===== config.mk =====
export PLATFORM = sky130hd
export DESIGN_NAME = spmv_csr_scheduler_flat
export DESIGN_NICKNAME = d
export VERILOG_FILES = /design/src/rtl/spmv_pkg.sv /design/src/rtl/spmv_csr_scheduler_if.sv /design/src/rtl/spmv_csr_scheduler.sv /design/src/flat_wrapper.sv
export SDC_FILE = /design/constraint.sdc
export NUM_CORES = 1
export LEC_CHECK = 0
export ABC_AREA = 1
export BUFFER_PORTS_ARGS = -buffer_cell sky130_fd_sc_hd__clkbuf_2
export CORE_ASPECT_RATIO = 0.7
export CORE_MARGIN = 2
export CORE_UTILIZATION = 45
export DETAILED_ROUTE_END_ITERATION = 8
export HOLD_SLACK_MARGIN = 0.06
export PLACE_DENSITY = 0.7
export RECOVER_POWER = 100
export SYNTH_ARGS = -nofsm -noshare
export SYNTH_HDL_FRONTEND = slang
export SYNTH_SLANG_ARGS = --single-unit

===== constraint.sdc =====
create_clock -name i_clk -period 2.4 [get_ports i_clk]
set_input_delay 0.24 -clock i_clk [delete_from_list [all_inputs] [get_ports i_clk]]
set_output_delay 0.24 -clock i_clk [all_outputs]
set_load 0.05 [all_outputs]

===== src/rtl/spmv_pkg.sv =====
// Shared definitions for the SpMV CSR scheduler, SRAM loader and SpMV core.
// Holds the scheduler state encoding and the default SRAM base addresses.
package spmv_pkg;

    typedef enum logic [3:0] {
        S_IDLE,
        S_RP0,
        S_RP1,
        S_RPCAP,
        S_FETCH,
        S_VEC,
        S_VCAP,
        S_EMIT,
        S_DONE
    } spmv_state_e;

    // SRAM B holds row_ptr and col_idx; SRAM A holds values and the x vector.
    localparam int unsigned RP_BASE  = 0;
    localparam int unsigned CI_BASE  = 32;
    localparam int unsigned VAL_BASE = 0;
    localparam int unsigned VEC_BASE = 256;

endpackage


===== src/rtl/spmv_csr_scheduler_if.sv =====
// Bus between the CSR scheduler, its two SRAM read ports and the SpMV core.
// The master modport is the scheduler side.
interface spmv_csr_scheduler_if #(
    parameter int unsigned ADDR_W = 10,
    parameter int unsigned IDX_W  = 8
);

    logic              o_rd_en_a;
    logic [ADDR_W-1:0] o_rd_addr_a;
    logic [15:0]       i_rd_data_a;

    logic              o_rd_en_b;
    logic [ADDR_W-1:0] o_rd_addr_b;
    logic [15:0]       i_rd_data_b;

    logic              o_mac_valid;
    logic              i_mac_ready;
    logic [15:0]       o_mac_val;
    logic [15:0]       o_mac_x;
    logic [IDX_W-1:0]  o_mac_row;
    logic              o_mac_first;
    logic              o_mac_last;

    modport master (
        output o_rd_en_a, o_rd_addr_a,
        input  i_rd_data_a,
        output o_rd_en_b, o_rd_addr_b,
        input  i_rd_data_b,
        output o_mac_valid, o_mac_val, o_mac_x, o_mac_row, o_mac_first, o_mac_last,
        input  i_mac_ready
    );

    modport slave (
        input  o_rd_en_a, o_rd_addr_a,
        output i_rd_data_a,
        input  o_rd_en_b, o_rd_addr_b,
        output i_rd_data_b,
        input  o_mac_valid, o_mac_val, o_mac_x, o_mac_row, o_mac_first, o_mac_last,
        output i_mac_ready
    );

endinterface


===== src/rtl/spmv_csr_scheduler.sv =====
// Walks a CSR matrix held in two 1-cycle-latency SRAMs and streams one
// (value, x, row, first/last) beat per nonzero to the SpMV core.
module spmv_csr_scheduler #(
    parameter int unsigned N_ROWS   = 16,
    parameter int unsigned ADDR_W   = 10,
    parameter int unsigned IDX_W    = 8,
    parameter int unsigned RP_BASE  = spmv_pkg::RP_BASE,
    parameter int unsigned CI_BASE  = spmv_pkg::CI_BASE,
    parameter int unsigned VAL_BASE = spmv_pkg::VAL_BASE,
    parameter int unsigned VEC_BASE = spmv_pkg::VEC_BASE
) (
    input  logic                  i_clk,
    input  logic                  i_rstn,
    input  logic                  i_start,
    output logic                  o_busy,
    output logic                  o_done,
    output logic                  o_err,
    spmv_csr_scheduler_if.master  bus
);

    import spmv_pkg::*;

    typedef logic [IDX_W-1:0] idx_t;

    spmv_state_e state, state_n;

    idx_t r;
    idx_t k;
    idx_t k_inc;
    idx_t rp_start;
    idx_t rp_end;
    idx_t rd_b_idx;

    logic [15:0] beat_val;
    logic [15:0] beat_x;
    idx_t        beat_row;
    logic        beat_first;
    logic        beat_last;
    logic        err_q;

    logic [ADDR_W-1:0] addr_a_q;
    logic [ADDR_W-1:0] addr_b_q;
    logic [ADDR_W-1:0] addr_a;
    logic [ADDR_W-1:0] addr_b;
    logic              rd_en_a;
    logic              rd_en_b;

    logic handshake;
    logic more_rows;
    logic row_empty;
    logic row_bad;
    logic unused_rd_b_hi;

    assign rd_b_idx       = bus.i_rd_data_b[IDX_W-1:0];
    assign unused_rd_b_hi = ^bus.i_rd_data_b[15:IDX_W];
    assign k_inc          = k + idx_t'(1);

    // In RPCAP the live SRAM B word is row_ptr[r+1], i.e. the row end.
    assign row_empty = (rd_b_idx <= rp_start);
    assign row_bad   = (rd_b_idx <  rp_start);
    assign handshake = (state == S_EMIT) && bus.i_mac_ready;
    assign more_rows = (32'(r) + 32'd1) < N_ROWS;

    always_ff @(posedge i_clk or negedge i_rstn) begin
        if (!i_rstn) begin
            state <= S_IDLE;
        end else begin
            state <= state_n;
        end
    end

    // Addresses are muxed live in the issuing state and otherwise replay the
    // held register, so they keep their last value between requests.
    always_comb begin
        state_n = state;
        rd_en_a = 1'b0;
        rd_en_b = 1'b0;
        addr_a  = addr_a_q;
        addr_b  = addr_b_q;
        unique case (state)
            S_IDLE: begin
                if (i_start) state_n = S_RP0;
            end
            S_RP0: begin
                rd_en_b = 1'b1;
                addr_b  = ADDR_W'(RP_BASE + 32'(r));
                state_n = S_RP1;
            end
            S_RP1: begin
                rd_en_b = 1'b1;
                addr_b  = ADDR_W'(RP_BASE + 32'(r) + 32'd1);
                state_n = S_RPCAP;
            end
            S_RPCAP: begin
                state_n = row_empty ? S_EMIT : S_FETCH;
            end
            S_FETCH: begin
                rd_en_a = 1'b1;
                rd_en_b = 1'b1;
                addr_a  = ADDR_W'(VAL_BASE + 32'(k));
                addr_b  = ADDR_W'(CI_BASE + 32'(k));
                state_n = S_VEC;
            end
            S_VEC: begin
                rd_en_a = 1'b1;
                addr_a  = ADDR_W'(VEC_BASE + 32'(rd_b_idx));
                state_n = S_VCAP;
            end
            S_VCAP: begin
                state_n = S_EMIT;
            end
            S_EMIT: begin
                if (handshake) begin
                    if (!beat_last)     state_n = S_FETCH;
                    else if (more_rows) state_n = S_RP0;
                    else                state_n = S_DONE;
                end
            end
            S_DONE: begin
                state_n = S_IDLE;
            end
            default: begin
                state_n = S_IDLE;
            end
        endcase
    end

    always_ff @(posedge i_clk or negedge i_rstn) begin
        if (!i_rstn) begin
            r          <= '0;
            k          <= '0;
            rp_start   <= '0;
            rp_end     <= '0;
            beat_val   <= '0;
            beat_x     <= '0;
            beat_row   <= '0;
            beat_first <= 1'b0;
            beat_last  <= 1'b0;
            err_q      <= 1'b0;
            addr_a_q   <= '0;
            addr_b_q   <= '0;
        end else begin
            addr_a_q <= addr_a;
            addr_b_q <= addr_b;
            unique case (state)
                S_IDLE: begin
                    if (i_start) begin
                        r     <= '0;
                        err_q <= 1'b0;
                    end
                end
                S_RP1: begin
                    rp_start <= rd_b_idx;
                end
                S_RPCAP: begin
                    rp_end <= rd_b_idx;
                    k      <= rp_start;
                    // A malformed (decreasing) row_ptr is flagged and the row
                    // is still emitted as an empty beat so the core stays in step.
                    if (row_empty) begin
                        beat_val   <= '0;
                        beat_x     <= '0;
                        beat_row   <= r;
                        beat_first <= 1'b1;
                        beat_last  <= 1'b1;
                    end
                    if (row_bad) err_q <= 1'b1;
                end
                S_VEC: begin
                    beat_val <= bus.i_rd_data_a;
                end
                S_VCAP: begin
                    beat_x     <= bus.i_rd_data_a;
                    beat_row   <= r;
                    beat_first <= (k == rp_start);
                    beat_last  <= (k_inc == rp_end);
                end
                S_EMIT: begin
                    if (handshake) begin
                        if (!beat_last)     k <= k_inc;
                        else if (more_rows) r <= r + idx_t'(1);
                    end
                end
                default: begin
                end
            endcase
        end
    end

    assign o_busy = (state != S_IDLE);
    assign o_done = (state == S_DONE);
    assign o_err  = err_q;

    assign bus.o_rd_en_a   = rd_en_a;
    assign bus.o_rd_addr_a = addr_a;
    assign bus.o_rd_en_b   = rd_en_b;
    assign bus.o_rd_addr_b = addr_b;

    assign bus.o_mac_valid = (state == S_EMIT);
    assign bus.o_mac_val   = beat_val;
    assign bus.o_mac_x     = beat_x;
    assign bus.o_mac_row   = beat_row;
    assign bus.o_mac_first = beat_first;
    assign bus.o_mac_last  = beat_last;

endmodule


===== src/flat_wrapper.sv =====
// flat-port wrapper written by rule: the top's interface ports become plain ports
module spmv_csr_scheduler_flat import spmv_pkg::*;
#(
    parameter int unsigned N_ROWS   = 16,
    parameter int unsigned ADDR_W   = 10,
    parameter int unsigned IDX_W    = 8,
    parameter int unsigned RP_BASE  = spmv_pkg::RP_BASE,
    parameter int unsigned CI_BASE  = spmv_pkg::CI_BASE,
    parameter int unsigned VAL_BASE = spmv_pkg::VAL_BASE,
    parameter int unsigned VEC_BASE = spmv_pkg::VEC_BASE
)
  (i_clk, i_rstn, i_start, o_busy, o_done, o_err, bus_o_rd_en_a, bus_o_rd_addr_a, bus_i_rd_data_a, bus_o_rd_en_b, bus_o_rd_addr_b, bus_i_rd_data_b, bus_o_mac_valid, bus_o_mac_val, bus_o_mac_x, bus_o_mac_row, bus_o_mac_first, bus_o_mac_last, bus_i_mac_ready);
  spmv_csr_scheduler_if #(.ADDR_W(ADDR_W), .IDX_W(IDX_W)) bus_i ();
  input  logic i_clk;
  input  logic i_rstn;
  input  logic i_start;
  output logic o_busy;
  output logic o_done;
  output logic o_err;
  output wire logic [$bits(bus_i.o_rd_en_a)-1:0] bus_o_rd_en_a;
  output wire logic [$bits(bus_i.o_rd_addr_a)-1:0] bus_o_rd_addr_a;
  input wire logic [$bits(bus_i.i_rd_data_a)-1:0] bus_i_rd_data_a;
  output wire logic [$bits(bus_i.o_rd_en_b)-1:0] bus_o_rd_en_b;
  output wire logic [$bits(bus_i.o_rd_addr_b)-1:0] bus_o_rd_addr_b;
  input wire logic [$bits(bus_i.i_rd_data_b)-1:0] bus_i_rd_data_b;
  output wire logic [$bits(bus_i.o_mac_valid)-1:0] bus_o_mac_valid;
  output wire logic [$bits(bus_i.o_mac_val)-1:0] bus_o_mac_val;
  output wire logic [$bits(bus_i.o_mac_x)-1:0] bus_o_mac_x;
  output wire logic [$bits(bus_i.o_mac_row)-1:0] bus_o_mac_row;
  output wire logic [$bits(bus_i.o_mac_first)-1:0] bus_o_mac_first;
  output wire logic [$bits(bus_i.o_mac_last)-1:0] bus_o_mac_last;
  input wire logic [$bits(bus_i.i_mac_ready)-1:0] bus_i_mac_ready;
  assign bus_o_rd_en_a = bus_i.o_rd_en_a;
  assign bus_o_rd_addr_a = bus_i.o_rd_addr_a;
  assign bus_i.i_rd_data_a = bus_i_rd_data_a;
  assign bus_o_rd_en_b = bus_i.o_rd_en_b;
  assign bus_o_rd_addr_b = bus_i.o_rd_addr_b;
  assign bus_i.i_rd_data_b = bus_i_rd_data_b;
  assign bus_o_mac_valid = bus_i.o_mac_valid;
  assign bus_o_mac_val = bus_i.o_mac_val;
  assign bus_o_mac_x = bus_i.o_mac_x;
  assign bus_o_mac_row = bus_i.o_mac_row;
  assign bus_o_mac_first = bus_i.o_mac_first;
  assign bus_o_mac_last = bus_i.o_mac_last;
  assign bus_i.i_mac_ready = bus_i_mac_ready;
  spmv_csr_scheduler #(.N_ROWS(N_ROWS), .ADDR_W(ADDR_W), .IDX_W(IDX_W), .RP_BASE(RP_BASE), .CI_BASE(CI_BASE), .VAL_BASE(VAL_BASE), .VEC_BASE(VEC_BASE)) u_core (.i_clk(i_clk), .i_rstn(i_rstn), .i_start(i_start), .o_busy(o_busy), .o_done(o_done), .o_err(o_err), .bus(bus_i));
endmodule

Word-level counts from Yosys, hierarchy flattened
Index checks and enable logic that the tools add are counted.
{ "op_classes": {"add_sub_neg": 5, "magnitude_cmp": 3, "eq_ne": 17, "mux": 29, "reduce_logical": 16} }
{ "ops": {"columns": ["operator", "n"], "rows": [
  ["16-bit case mux with 2 select lines", 2],
  ["8-bit 2-to-1 mux", 7],
  ["8-bit case mux with 2 select lines", 3],
  ["32-bit by 5-bit less-than comparator with 1-bit output (second input constant)", 1],
  ["4-bit case mux with 8 select lines", 1],
  ["10-bit case mux with 3 select lines", 1],
  ["10-bit case mux with 2 select lines", 1],
  ["8-bit by 1-bit adder with 8-bit output (second input constant)", 2],
  ["4-bit by 3-bit == test with 1-bit output (second input constant)", 4],
  ["8-bit == test", 2],
  ["16-bit 2-to-1 mux", 1],
  ["4-bit 2-to-1 mux", 4],
  ["9-bit by 8-bit adder with 10-bit output (first input constant)", 1],
  ["2-bit by 1-bit inequality test with 1-bit output (second input constant)", 5],
  ["2-bit nonzero test", 5],
  ["6-bit by 8-bit adder with 9-bit output (first input constant)", 1],
  ["8-bit by 1-bit adder with 9-bit output (second input constant)", 1],
  ["4-bit by 2-bit == test with 1-bit output (second input constant)", 2],
  ["8-bit less-or-equal comparator", 1],
  ["8-bit less-than comparator", 1],
  ["1-bit case mux with 2 select lines", 3],
  ["2-bit AND reduction", 3],
  ["3-bit AND reduction", 2],
  ["1-bit 2-to-1 mux", 5],
  ["other kinds (10)", 11]
]} }
{ "word_totals": {"register_bits": 99, "in_bits": 36, "output_inout_bits": 68, "elab_cells": 83} }

Longest topological paths before layout
{ "logic_depth": {"word_depth": 6, "mapped_depth": 14, "depth_no_buf": 14} }

Worst setup path before layout
No wires, ideal clock.
{ "synth_timing": {"kind": "reg2reg", "startpoint": "reg u_core.state[3]", "endpoint": "reg u_core.addr_a_q[5]", "arrival_time_ns": 2.172, "t_required_ns": 2.038, "setup_slack_ns": -0.134, "path_stages_with_launch": 8, "n_path_buf": 1, "cell_sequence": "dfrtp_1 -> inv_2 -> nand2_2 -> nor2_1 -> inv_1 -> clkbuf_1 -> nand2_1 -> o221ai_1"} }
{ "synth_via": {"elab_chain_cells": 2} }
{ "synth_lines": {"columns": ["item", "line_no", "rtl"], "rows": [
  ["start: declaration", "spmv_csr_scheduler.sv:25", "spmv_state_e state, state_n;"],
  ["start signal: assignment", "spmv_csr_scheduler.sv:68", "state <= state_n;"],
  ["4-bit by 3-bit == test with 1-bit output", "spmv_csr_scheduler.sv:80", "unique case (state)"],
  ["10-bit case mux with 2 select lines (*)", "spmv_csr_scheduler.sv:80", null],
  ["net bus_o_rd_addr_a[5]", "flat_wrapper.sv:21", "output wire logic [$bits(bus_i.o_rd_addr_a)-1:0] bus_o_rd_addr_a;"],
  ["end signal: assignment", "spmv_csr_scheduler.sv:143", "addr_a_q <= addr_a;"],
  ["end: declaration", "spmv_csr_scheduler.sv:41", "logic [ADDR_W-1:0] addr_a_q;"]
]} }
The timed path passes the listed nets; every way through them passes the cells marked *.
A chain may end at the register's enable or synchronous reset.

Worst setup path after layout
{ "layout_timing": {"startpoint": "reg u_core.state[1]", "endpoint": "out bus_o_rd_addr_b[0]"} }
{ "layout_via": {"elab_chain_cells": 2} }
{ "layout_lines": {"columns": ["item", "line_no", "rtl"], "rows": [
  ["4-bit by 3-bit == test with 1-bit output (tied with other cells)", "spmv_csr_scheduler.sv:80", null],
  ["10-bit case mux with 3 select lines (*)", "spmv_csr_scheduler.sv:80", null],
  ["end: declaration", "flat_wrapper.sv:24", "output wire logic [$bits(bus_i.o_rd_addr_b)-1:0] bus_o_rd_addr_b;"]
]} }
Mark *: on every way between the ends. The rest lies on a longest branch, timed or not.

==> results.yml <==
timing:
  worst_slack_ns: 0.122
  rsz0062_at_grt: "false"
  hold_violations: 0
  tightestPinTransition_ns: 1.10
  slew_headroom_pct: 27.0
  fin_crit_sh_pct: 94.9
  whs_ns: 0.117
  fmax_mhz: 439
  final.min_clock_period_ns: 2.28
  maxSlewViolCount: 0
  finClkSkew_ns: 0.0126
  setup_viol: 0
grt:
  grt_pass1_wl_um: 21700
  grt-ovfl-total: 0
  antenna_found_initial: 0
  grt_usage_pct: 23.7
  grt_pass1_vias: 4339
  grt_max_degree: 42
final_layout:
  antennaDiodeCount: 0
  area_growth_pct: 17.0
  drive_above_1_share_pct: 13.5
  final_nets: 746
worst_setup_path:
  startpoint_type: "register"
  crit_buf_inv: 4
  cpPeakStageDelay_ns: 0.40
  end_kind: "primary output"
  criticalPathCategory: "reg2out"
  cp_top_family: "buffers and inverters"
  worstPathCellList: "nor2_1 > inv_1 > nor2_2 > inv_2 > nand3_1 > inv_2 > nand2_1 > o2111ai_1 > clkbuf_2"
  critical_path_required_ns: 2.16
  critPathMostFrequentCell: "inv_2"
  cpMaxStageDelayCell: "dfrtp_1"
  cp.arrival_ns: 2.04
  worstPathMaxFanout: 9
routing:
  wl_per_cell_um: 15.3
  ant_nets: 0
  vias: 4430
  firstDrtPassIters: 5
  vias_per_cell: 5.17
  drcViolationCount: 0
  wl_um: 13100
  first_iter_violations: 374
job:
  maxCapViolCount: 0
synth:
  yosys.area_share.simple_pct: 21.7
  synth.net_count: 647
  synth.distinct_cells: 33
  ys_warn_count: 0
  synth_fa_ha_area_share_pct: 2.77
  synthMuxAreaShare_pct: 0
  synth_top_family_by_area: "simple AND/OR/NAND/NOR gates"
  ys_seq_area_share_pct: 49.8
  synth_area_per_cell_um2: 8.29
  synth_xor_area_share_pct: 1.76
  synth_compound_gate_area_share_pct: 13.8
  synth_top_area_share_pct: 49.8
  netlist_area_mm2: 0.00497
  syn_inst: 600
  synth.area.top_cells: "dfrtp_1 50%, nand2_1 12%, inv_1 7.5%"
  synth-seq-cells: 99
  yosysTopAreaCell: "dfrtp_1"
hold_path:
  hp-class: "in2reg"
die:
  dieHeight_um: 92.0
  initial_core_util_pct: 45.7
  core.rowCount: 32
  die_area_mm2: 0.0119
  coreArea_mm2: 0.0109
  die_w_um: 130
  ios: 104
pwr:
  p_leak_uw: 0.00299
  ir_drop_mv: 0.915
  powerDensity_mw_per_mm2: 1560
cts:
  cts.clk_slew.worst_paths_ns: 0.08
  cts.sinks: 99
  cts_buffers: 9
  cts_buffer_depth: 2
  insertion_delay_ns: 0.36
  cts_root_buf: "clkbuf_16"
  htreeDepth: 3
  cts_tree: "done"
placed_design:
  dp_hpwl_um: 9720
  port_buffers: 95
  place.gp.congestion: 0.904
  pre_cts_ws_ns: 0.373
status:
  status: "complete, no violations"
==> cells by family after synthesis <==
family / Yosys count
AO/OA/AOI/OAI: 109
XOR/XNOR: 10
adder cells (fa/ha/maj): 11
buffers and inverters: 123
flip-flops: 99
AND/OR/NAND/NOR: 248
==> cell usage after synthesis (all sizes together) <==
cell / instances
o2111ai: 7
inv: 106
clkbuf: 8
ha: 11
o211ai: 9
or2: 1
o21ai: 53
o22ai: 20
o221ai: 4
xor2: 5
a31oi: 4
nand2: 168
dfrtp: 99
a21oi: 12
nor3: 3
xnor2: 5
nand4: 10
nor2: 40
nand3: 26
buf: 9
==> state kept, by name (all words and copies together), names as in the netlist <==
register,flops
u_core.addr_a_q,10
u_core.addr_b_q,10
u_core.bus.o_mac_first,1
u_core.bus.o_mac_last,1
u_core.bus.o_mac_row,8
u_core.bus.o_mac_val,16
u_core.bus.o_mac_x,16
u_core.k,8
u_core.o_err,1
u_core.r,8
u_core.rp_end,8
u_core.rp_start,8
u_core.state,4
==> routing by layer <==
layer  vias up  track usage (%)  wire, um
li1       2126                -         -
met1      2109             32.8      5910
met2       177             35.3      5810
met3        18             8.63      1210
met4         0             6.18       170
met5         -                0         0
==> worst register-to-register path, cell delays in order, from the launching register on <==
cell,delay [ns]
dfrtp_1,0.39
inv_1,0.08
ha_1,0.30
nand2_1,0.08
nor2_1,0.16
nand2_1,0.07
nand2_1,0.19
nand3_2,0.18
inv_2,0.17
clkbuf_1,0.33
nand2_1,0.10
o21ai_1,0.10
==> per-stage QoR <==
stage	cells	util [%]	area (um2)	setup TNS, ns	power, uW
global placement	840	51.8	5650	0	7600
floorplan	600	-	5010	-0.330	6540
finish	857	53.5	5820	0	9110
detailed placement	840	51.8	5650	0	7730
CTS	857	54.9	5980	0	9320
global route	857	53.5	5820	0	9700
==> final cells by class <==
type                       count  area, um2
fill                        1055       5070
clock inverter                 7       93.8
timing repair buffer         105        502
tap                          153        191
inverter                     106        398
clock buffer                   9        225
sequential                    99       2480
multi-input combinational    378       1930
==> final timing paths <==
kind	from	endpoint	slack [ns]	cells after the start
min reg2reg	u_core.addr_a_q[9]$_DFF_PN0_	u_core.addr_a_q[9]$_DFF_PN0_	0.48	2
max	u_core.state[1]$_DFFE_PN0P_	bus_o_rd_addr_b[0]	0.12	9
max in group asynchronous	i_rstn	u_core.r[0]$_DFFE_PN0P_	0.64	3
min in group asynchronous	i_rstn	u_core.rp_end[6]$_DFFE_PN0P_	0.62	2
max reg2reg	u_core.rp_start[7]$_DFFE_PN0P_	u_core.bus.o_mac_x[6]$_DFFE_PN0P_	0.18	11
min	bus_i_rd_data_a[11]	u_core.bus.o_mac_x[11]$_DFFE_PN0P_	0.12	3
==> power breakdown <==
| group | switching [uW] | leakage, uW | internal (uW) |
|---|---|---|---|
| sequential | 487 | 0.00128 | 2290 |
| combinational | 3640 | 0.00155 | 1130 |
| clock | 723 | 0.000158 | 840 |
| total | 4850 | 0.00299 | 4260 |
==> placed cells by master (no fill, tap or decap), types with 9 or more instances in the layout <==
cell,n
clkbuf_1,49
ha_1,11
o211ai_1,9
o21ai_0,41
nand2_1,163
clkbuf_16,9
nand3_1,23
inv_1,99
nand4_1,10
clkbuf_2,44
dfrtp_1,98
o21ai_1,10
o22ai_1,20
a21oi_1,11
nor2_1,35
==> timing repair <==
| action | CTS | global route |
|---|---|---|
| hold buffers | 1 | 0 |
| resized for setup | 1 | 11 |
| buffers inserted | 0 | 0 |
| setup endpoints to repair | 1 | 13 |
| endpoints found under the hold margin | 39 | 0 |
Power figures use the tool's default switching activity.
